## config.mk

```make
export PLATFORM = sky130hd
export DESIGN_NAME = bus_initiator_lsu
export DESIGN_NICKNAME = d
export VERILOG_FILES = /design/src/rtl/bus_initiator_lsu_pkg.sv /design/src/rtl/bus_initiator_lsu_data_align.sv /design/src/rtl/bus_initiator_lsu.sv
export SDC_FILE = /design/constraint.sdc
export NUM_CORES = 1
export LEC_CHECK = 0
export ABC_AREA = 1
export BUFFER_PORTS_ARGS = -buffer_cell sky130_fd_sc_hd__buf_2
export CAP_MARGIN = 5
export CORE_ASPECT_RATIO = 0.7
export CORE_UTILIZATION = 45
export CTS_CLUSTER_DIAMETER = 200
export DETAILED_ROUTE_END_ITERATION = 6
export GPL_ROUTABILITY_DRIVEN = 0
export PLACE_DENSITY = 0.76
export SYNTH_ARGS = -nofsm -noshare
export SYNTH_HDL_FRONTEND = slang
export SYNTH_HIERARCHICAL = 1
export SYNTH_SLANG_ARGS = --single-unit
```

## constraint.sdc

```tcl
create_clock -name clk -period 2.36 [get_ports clk]
set_input_delay 0.472 -clock clk [delete_from_list [all_inputs] [get_ports clk]]
set_output_delay 0.472 -clock clk [all_outputs]
set_load 0.005 [all_outputs]
```

## src/rtl/bus_initiator_lsu_pkg.sv

```systemverilog
// Shared encodings for the load/store bus initiator: access sizes, store strobes,
// FSM states and a strobe-to-byte-mask helper.
package bus_initiator_lsu_pkg;

  typedef enum logic [1:0] {
    SIZE_B = 2'b00,
    SIZE_H = 2'b01,
    SIZE_W = 2'b10,
    SIZE_X = 2'b11
  } size_e;

  localparam logic [3:0] WSTRB_B = 4'b0001;
  localparam logic [3:0] WSTRB_H = 4'b0011;
  localparam logic [3:0] WSTRB_W = 4'b1111;

  typedef enum logic [1:0] {
    ST_IDLE = 2'b00,
    ST_BUS  = 2'b01,
    ST_RESP = 2'b10
  } state_e;

  function automatic logic [31:0] lane_mask(input logic [3:0] strb);
    return {{8{strb[3]}}, {8{strb[2]}}, {8{strb[1]}}, {8{strb[0]}}};
  endfunction

endpackage

```

## src/rtl/bus_initiator_lsu_data_align.sv

```systemverilog
// Combinational helpers: load-data extension from the low lanes, plus
// legality check and store strobe derivation for an incoming request.
module bus_initiator_lsu_data_align
  import bus_initiator_lsu_pkg::*;
#(
  parameter bit CHECK_ALIGN = 1'b1
) (
  input  logic [1:0]  chk_size,
  input  logic [1:0]  chk_addr_lo,
  input  logic [1:0]  ld_size,
  input  logic        ld_signed,
  input  logic [31:0] rdata,
  output logic [31:0] ld_data,
  output logic        illegal,
  output logic [3:0]  wstrb
);

  always_comb begin
    // NOTE: every output gets a default first so no path can infer a latch.
    ld_data = rdata;
    illegal = 1'b0;
    wstrb   = 4'b0000;

    case (size_e'(ld_size))
      SIZE_B:  ld_data = {{24{ld_signed & rdata[7]}}, rdata[7:0]};
      SIZE_H:  ld_data = {{16{ld_signed & rdata[15]}}, rdata[15:0]};
      default: ld_data = rdata;
    endcase

    case (size_e'(chk_size))
      SIZE_B: wstrb = WSTRB_B;
      SIZE_H: begin
        wstrb   = WSTRB_H;
        illegal = CHECK_ALIGN && chk_addr_lo[0];
      end
      SIZE_W: begin
        wstrb   = WSTRB_W;
        illegal = CHECK_ALIGN && (chk_addr_lo != 2'b00);
      end
      default: illegal = 1'b1;
    endcase
  end

endmodule

```

## src/rtl/bus_initiator_lsu.sv

```systemverilog
// Initiator end of the valid/ready memory bus: takes one core load/store at a time,
// runs a single bus transaction with timeout, and returns extended data plus error.
module bus_initiator_lsu
  import bus_initiator_lsu_pkg::*;
#(
  parameter int TIMEOUT_CYCLES = 255,
  parameter bit CHECK_ALIGN    = 1'b1
) (
  input  logic        clk,
  input  logic        resetn,
  input  logic        req_valid,
  output logic        req_ready,
  input  logic        req_we,
  input  logic [1:0]  req_size,
  input  logic        req_signed,
  input  logic [31:0] req_addr,
  input  logic [31:0] req_wdata,
  output logic        rsp_valid,
  output logic        rsp_err,
  output logic [31:0] rsp_rdata,
  output logic        valid,
  input  logic        ready,
  input  logic [31:0] rdata,
  output logic [31:0] addr,
  output logic [31:0] wdata,
  output logic [3:0]  wstrb
);

  localparam int CW = (TIMEOUT_CYCLES < 2) ? 1 : $clog2(TIMEOUT_CYCLES);

  state_e          state;
  logic [CW-1:0]   tmo_cnt;
  logic [1:0]      size_q;
  logic            signed_q;
  logic            we_q;
  logic [31:0]     ld_data;
  logic            illegal;
  logic [3:0]      req_strb;

  bus_initiator_lsu_data_align #(
    .CHECK_ALIGN(CHECK_ALIGN)
  ) u_align (
    .chk_size    (req_size),
    .chk_addr_lo (req_addr[1:0]),
    .ld_size     (size_q),
    .ld_signed   (signed_q),
    .rdata       (rdata),
    .ld_data     (ld_data),
    .illegal     (illegal),
    .wstrb       (req_strb)
  );

  // NOTE: all state uses non-blocking assignments so every register samples pre-edge values.
  always_ff @(posedge clk) begin
    if (!resetn) begin
      state     <= ST_IDLE;
      req_ready <= 1'b1;
      valid     <= 1'b0;
      addr      <= '0;
      wdata     <= '0;
      wstrb     <= '0;
      rsp_valid <= 1'b0;
      rsp_err   <= 1'b0;
      rsp_rdata <= '0;
      tmo_cnt   <= '0;
      size_q    <= SIZE_B;
      signed_q  <= 1'b0;
      we_q      <= 1'b0;
    end else begin
      case (state)
        ST_IDLE: begin
          if (req_valid) begin
            addr      <= req_addr;
            wdata     <= req_we ? (req_wdata & lane_mask(req_strb)) : '0;
            wstrb     <= req_we ? req_strb : 4'b0000;
            size_q    <= req_size;
            signed_q  <= req_signed;
            we_q      <= req_we;
            tmo_cnt   <= '0;
            req_ready <= 1'b0;
            if (illegal) begin
              // Rejected without touching the bus.
              state     <= ST_RESP;
              rsp_valid <= 1'b1;
              rsp_err   <= 1'b1;
              rsp_rdata <= '0;
            end else begin
              state <= ST_BUS;
              valid <= 1'b1;
            end
          end
        end
        ST_BUS: begin
          tmo_cnt <= tmo_cnt + 1'b1;
          // A ready arriving on the timeout edge still completes normally.
          if (ready) begin
            valid     <= 1'b0;
            state     <= ST_RESP;
            rsp_valid <= 1'b1;
            rsp_err   <= 1'b0;
            rsp_rdata <= we_q ? '0 : ld_data;
          end else if (tmo_cnt == CW'(TIMEOUT_CYCLES - 1)) begin
            valid     <= 1'b0;
            state     <= ST_RESP;
            rsp_valid <= 1'b1;
            rsp_err   <= 1'b1;
            rsp_rdata <= '0;
          end
        end
        ST_RESP: begin
          state     <= ST_IDLE;
          req_ready <= 1'b1;
          rsp_valid <= 1'b0;
          rsp_err   <= 1'b0;
          rsp_rdata <= '0;
        end
        default: begin
          state     <= ST_IDLE;
          req_ready <= 1'b1;
          valid     <= 1'b0;
          rsp_valid <= 1'b0;
        end
      endcase
    end
  end

endmodule
```

Word level (Yosys, flattened, before mapping)
Cells that the tools add are included.

Bitwise logic cells: 5. Reduce and logical (&&, ||, !) cells: 13. Add/sub/neg operators: 1. Equal/unequal tests: 10. Muxes and demuxes: 32.

Operators with widths (count): two-way mux 32 bit (6); one-hot mux 32 bit (3 select lines) (1); one-hot mux 32 bit (2 select lines) (1); AND 32 bit (1); one-hot mux 8 bit (2 select lines) (1); one-hot mux 4 bit (3 select lines) (1); two-way mux 1 bit (10); one-hot mux 1 bit (3 select lines) (3); adder 8 x 1 -> 8 bit (second input constant) (1); equality test 8 bit (second input constant) (1); two-way mux 2 bit (4); two-way mux 8 bit (1); AND reduction 2 bit (4); AND reduction 4 bit (2); equality test 2 x 1 -> 1 bit (second input constant) (3); zero test 2 bit (3); != test 2 bit (second input constant) (3); equality test 2 bit (second input constant) (2); two-way mux 4 bit (1); one-hot mux 1 bit (2 select lines) (2); one-hot mux 2 bit (2 select lines) (1); nonzero test 2 bit (2); != test 3 bit (second input constant) (1); AND reduction 3 bit (1); other kinds (3) (5).

Register bits after elaboration: 118.

Logic depth before layout (Yosys ltp)
Depth after elaboration: 5. Mapped depth: 10. Depth with buffers taken out: 9.

Cells and area by module
Netlist, hierarchy kept.

Modules (own cells, without submodules): bus_initiator_lsu (instances 1, cells an instance 550, area each 4294.1 um2, sequential area each 2362.3 um2); bus_initiator_lsu_data_align (instances 1, cells an instance 83, area each 525.5 um2, sequential area each 0.0 um2).

Least setup slack after synthesis
Ideal clock, no wire load.

Path kind: input to register. Start point: input req_size[0]. End point: register rsp_rdata[0]. Stages: 10. Setup time: 0.132 ns. Setup slack: 0.741 ns. Arrival time: 1.487 ns. Data required time: 2.228 ns. Path buffers: 1. Cells stage by stage: inv_1 > ha_1 > o21ai_0 > nand2_1 > inv_1 > a21boi_0 > nand3_2 > buf_4 > nand2_1 > a21oi_1.

Cells in the longest elaborated chain, start to end: 4. Elaborated cells between the ends (all ways): 6. Classes of those cells: eq/ne: 3; mux: 1; reduce/logical: 2.

Ends and longest elaborated chain: start: declaration (RTL line bus_initiator_lsu.sv:14) `input logic [1:0] req_size,`; equality test 2 bit, or another cell as far along (RTL line bus_initiator_lsu_data_align.sv:30) `case (size_e'(chk_size))`; one-hot mux 1 bit (3 select lines) * (RTL line bus_initiator_lsu_data_align.sv:30); named net illegal (RTL line bus_initiator_lsu.sv:37) `logic illegal;`; != test 2 bit (no source line) *; AND reduction 4 bit (no source line) *; end signal: assignment (RTL line bus_initiator_lsu.sv:101) `rsp_rdata <= we_q ? '0 : ld_data;`; end: declaration (RTL line bus_initiator_lsu.sv:20) `output logic [31:0] rsp_rdata,`.

The timed path passes the listed nets; every way through them passes the cells marked *. A chain may end at the register's enable or synchronous reset.

Final worst setup path
Start point: register tmo_cnt[0]. End point: register rsp_rdata[6].

Cells in the longest elaborated chain, start to end: 3.

Ends and longest elaborated chain: start: declaration (RTL line bus_initiator_lsu.sv:32) `logic [CW-1:0] tmo_cnt;`; start signal: assignment (RTL line bus_initiator_lsu.sv:94) `tmo_cnt <= tmo_cnt + 1'b1;`; equality test 8 bit (RTL line bus_initiator_lsu.sv:102) `end else if (tmo_cnt == CW'(TIMEOUT_CYCLES - 1)) begin`; != test 3 bit (no source line); AND reduction 4 bit (no source line).

Every way passes these cells.

==> flow_summary.ini <==
[finish]
area_growth_pct = 31.7
final_common_cell = buf_2
final_cell_mix = buf_2 (207), nand2_1 (186), dfxtp_1 (118)
nNetsFinal = 931
drive_gt1_frac = 0.330

[status]
status = finished, final reports clean

[yosys]
synth-edff-count = 0
syn_area_per_cell_sq_um = 7.61
synth_area_sq_um = 4820
synth-async-reset-ratio = 0
yosysWarningCount = 6
synthCells = 633
syn-num-nets = 742
synth_flop_cell = dfxtp_1
synthDistinctLibCells = 29
yosysTopAreaCell = dfxtp_1
synthTopCellsByArea = dfxtp_1 (49%), nand2_1 (14%), a21oi_1 (8.3%)
ys_seq_area_frac = 0.490
ys_ff_latch = 118
synth_top_area_share = 0.490

[critical_path]
cp.arrival_ps = 1990
critPathSlowestCell = dfxtp_1
crit_chain = inv_1, ha_1, nand2_1, nor2_1, nand2_1, nand2_2, nand3_2, buf_4, nand2_1, a21oi_1
endpoint_kind = flop
critPathLaunchType = flop
path_class = reg -> reg
cp_top_family = simple AND/OR/NAND/NOR gates
crit_fanout = 33
worst-path-buf-inv = 2
slowest_delay_ps = 380
cpMostUsedCell = nand2_1
required_ps = 2670

[clock_tree]
clock-sinks = 118
ctsResizeCount = 0
clk_path_buf_depth = 2
cts_buffers = 17
path_clk_slew_ps = 60
cts_tree = done
cts.htree.levels = 4
insertion_delay_ps = 400
root_buffer = clkbuf_16
hold_buffers = 0
post_cts_buffers = 0

[place]
dpl.hpwl_mm = 8.18
dp_slack_ps = 344
portBuffers = 207

[floorplanning]
die_w_um = 126
core_area_sq_um = 10400
die-height_um = 88.6
die_area_sq_um = 11100
row_count = 31
ios = 208
start_util = 0.464

[global_route]
use_met3 = 0.0774
grt_overflow = 0
met1_usage = 0.294
gr-usage-all-layers = 0.219
grt_pass1_vias = 4063
grtUsageMet2 = 0.327
top_usage_layer = met2
antenna_found_initial = 1
grt_pass1_wl_mm = 19.2
grt_start_max_net_pins = 77

[power_and_ir_drop]
power_density_nw_per_um2 = 801
switching_share = 0.256
combPwrFrac = 0.123
ir_drop_mv = 0.452
power.switching_w = 0.00130
clock_power_share = 0.451
p_int_w = 0.00378
p_seq_frac = 0.426
leakage_nw = 3.06

[sta]
post-route-period-util = 0.711
setup_violations = 0
rsz0062_at_grt = false
period_needed_ps = 1680
tns_ps = 0
worst_pin_slew_ps = 605
worst_slack_ps = 681
slew-limit-headroom = 0.596
hold_viol_final = 0
fmax_ghz = 0.596
clock_skew_ps = 13.7
maxSlewViolCount = 0

[detailed_routing]
wl_per_cell_um = 12.6
viasPerCell = 4.88
vias = 4713
drc = 0
routed_wl_mm = 12.2
drtAntennaViolNets = 0
drtIter0Drc = 235
firstDrtPassIters = 7

[job]
cap_violations = 0

[hold_path]
hold_path.class = in -> reg
[final cells by class]
class                      count  area (sq um)
antenna                        1          2.50
clock buffer                  22           484
clock inverter                 8          51.3
fill                         968          4050
inverter                      23          88.8
multi-input combinational    446          2080
sequential                   118          2360
tap                          132           165
timing repair buffer         216          1120
[sequential cells by signal, summed over array words and instances (netlist names)]
register	cells
addr	32
rsp_rdata	32
wdata	32
tmo_cnt	8
wstrb	4
size_q	2
state	2
req_ready	1
rsp_err	1
rsp_valid	1
signed_q	1
valid	1
we_q	1
[cell usage after synthesis (3+ instances only)]
| master | instances |
|---|---|
| a21oi_1 | 80 |
| buf_2 | 5 |
| buf_4 | 15 |
| buf_6 | 6 |
| clkbuf_1 | 19 |
| dfxtp_1 | 118 |
| ha_1 | 5 |
| inv_1 | 20 |
| nand2_1 | 186 |
| nand2_2 | 3 |
| nand3_1 | 10 |
| nand3_2 | 11 |
| nand4_1 | 4 |
| nor2_1 | 79 |
| nor2_4 | 6 |
| o21ai_0 | 49 |
[worst reg2reg max path, delay by kind of cell, from the launching register on]
family          cells  cell delay, ps
buf+inv             2             400
fa+ha+maj           1             190
flops               1             380
simple gates        6             460
compound gates      1             160
[routing by layer]
metal / wire length [um] / up-vias
met4: 123 / 0
met3: 1150 / 13
met5: 0 / -
met2: 5090 / 206
li1: - / 2412
met1: 5840 / 2082
[power groups by stage]
stage               clock network, W  logic [W]  registers, W
floorplan                          0   0.000394       0.00220
global route                 0.00244   0.000707       0.00218
global placement                   0   0.000621       0.00220
detailed placement                 0   0.000624       0.00221
finish                       0.00230   0.000625       0.00217
CTS                          0.00234   0.000627       0.00217
[logic make-up after synthesis]
group,Yosys count,share of synthesized area
simple gates,308,0.279
compound gates,133,0.139
flops,118,0.490
buf+inv,69,0.0787
fa+ha+maj,5,0.0130
[stage by stage]
stage	instances	total power (W)	hold WS [ps]	area, sq um	util
3_5_place_dp	935	0.00283	449	5810	0.559
5_1_grt	965	0.00532	307	6350	0.610
2_1_floorplan	633	0.00259	446	4820	-
3_3_place_gp	935	0.00282	445	5810	0.559
6_report	966	0.00509	315	6350	0.611
4_1_cts	965	0.00513	300	6350	0.610
[worst paths after layout]
| kind | from | endpoint | cells after the start | slack, ps |
|---|---|---|---|---|
| worst max-delay path | tmo_cnt[0] | rsp_rdata[6] | 10 | 680 |
| worst min-delay path | req_wdata[22] | wdata[22] | 3 | 320 |
| worst max register to register | tmo_cnt[0] | rsp_rdata[6] | 10 | 680 |
| worst min register to register | rsp_rdata[10] | rsp_rdata[10] | 2 | 450 |
No activity file was read; power rests on OpenSTA's default activity.
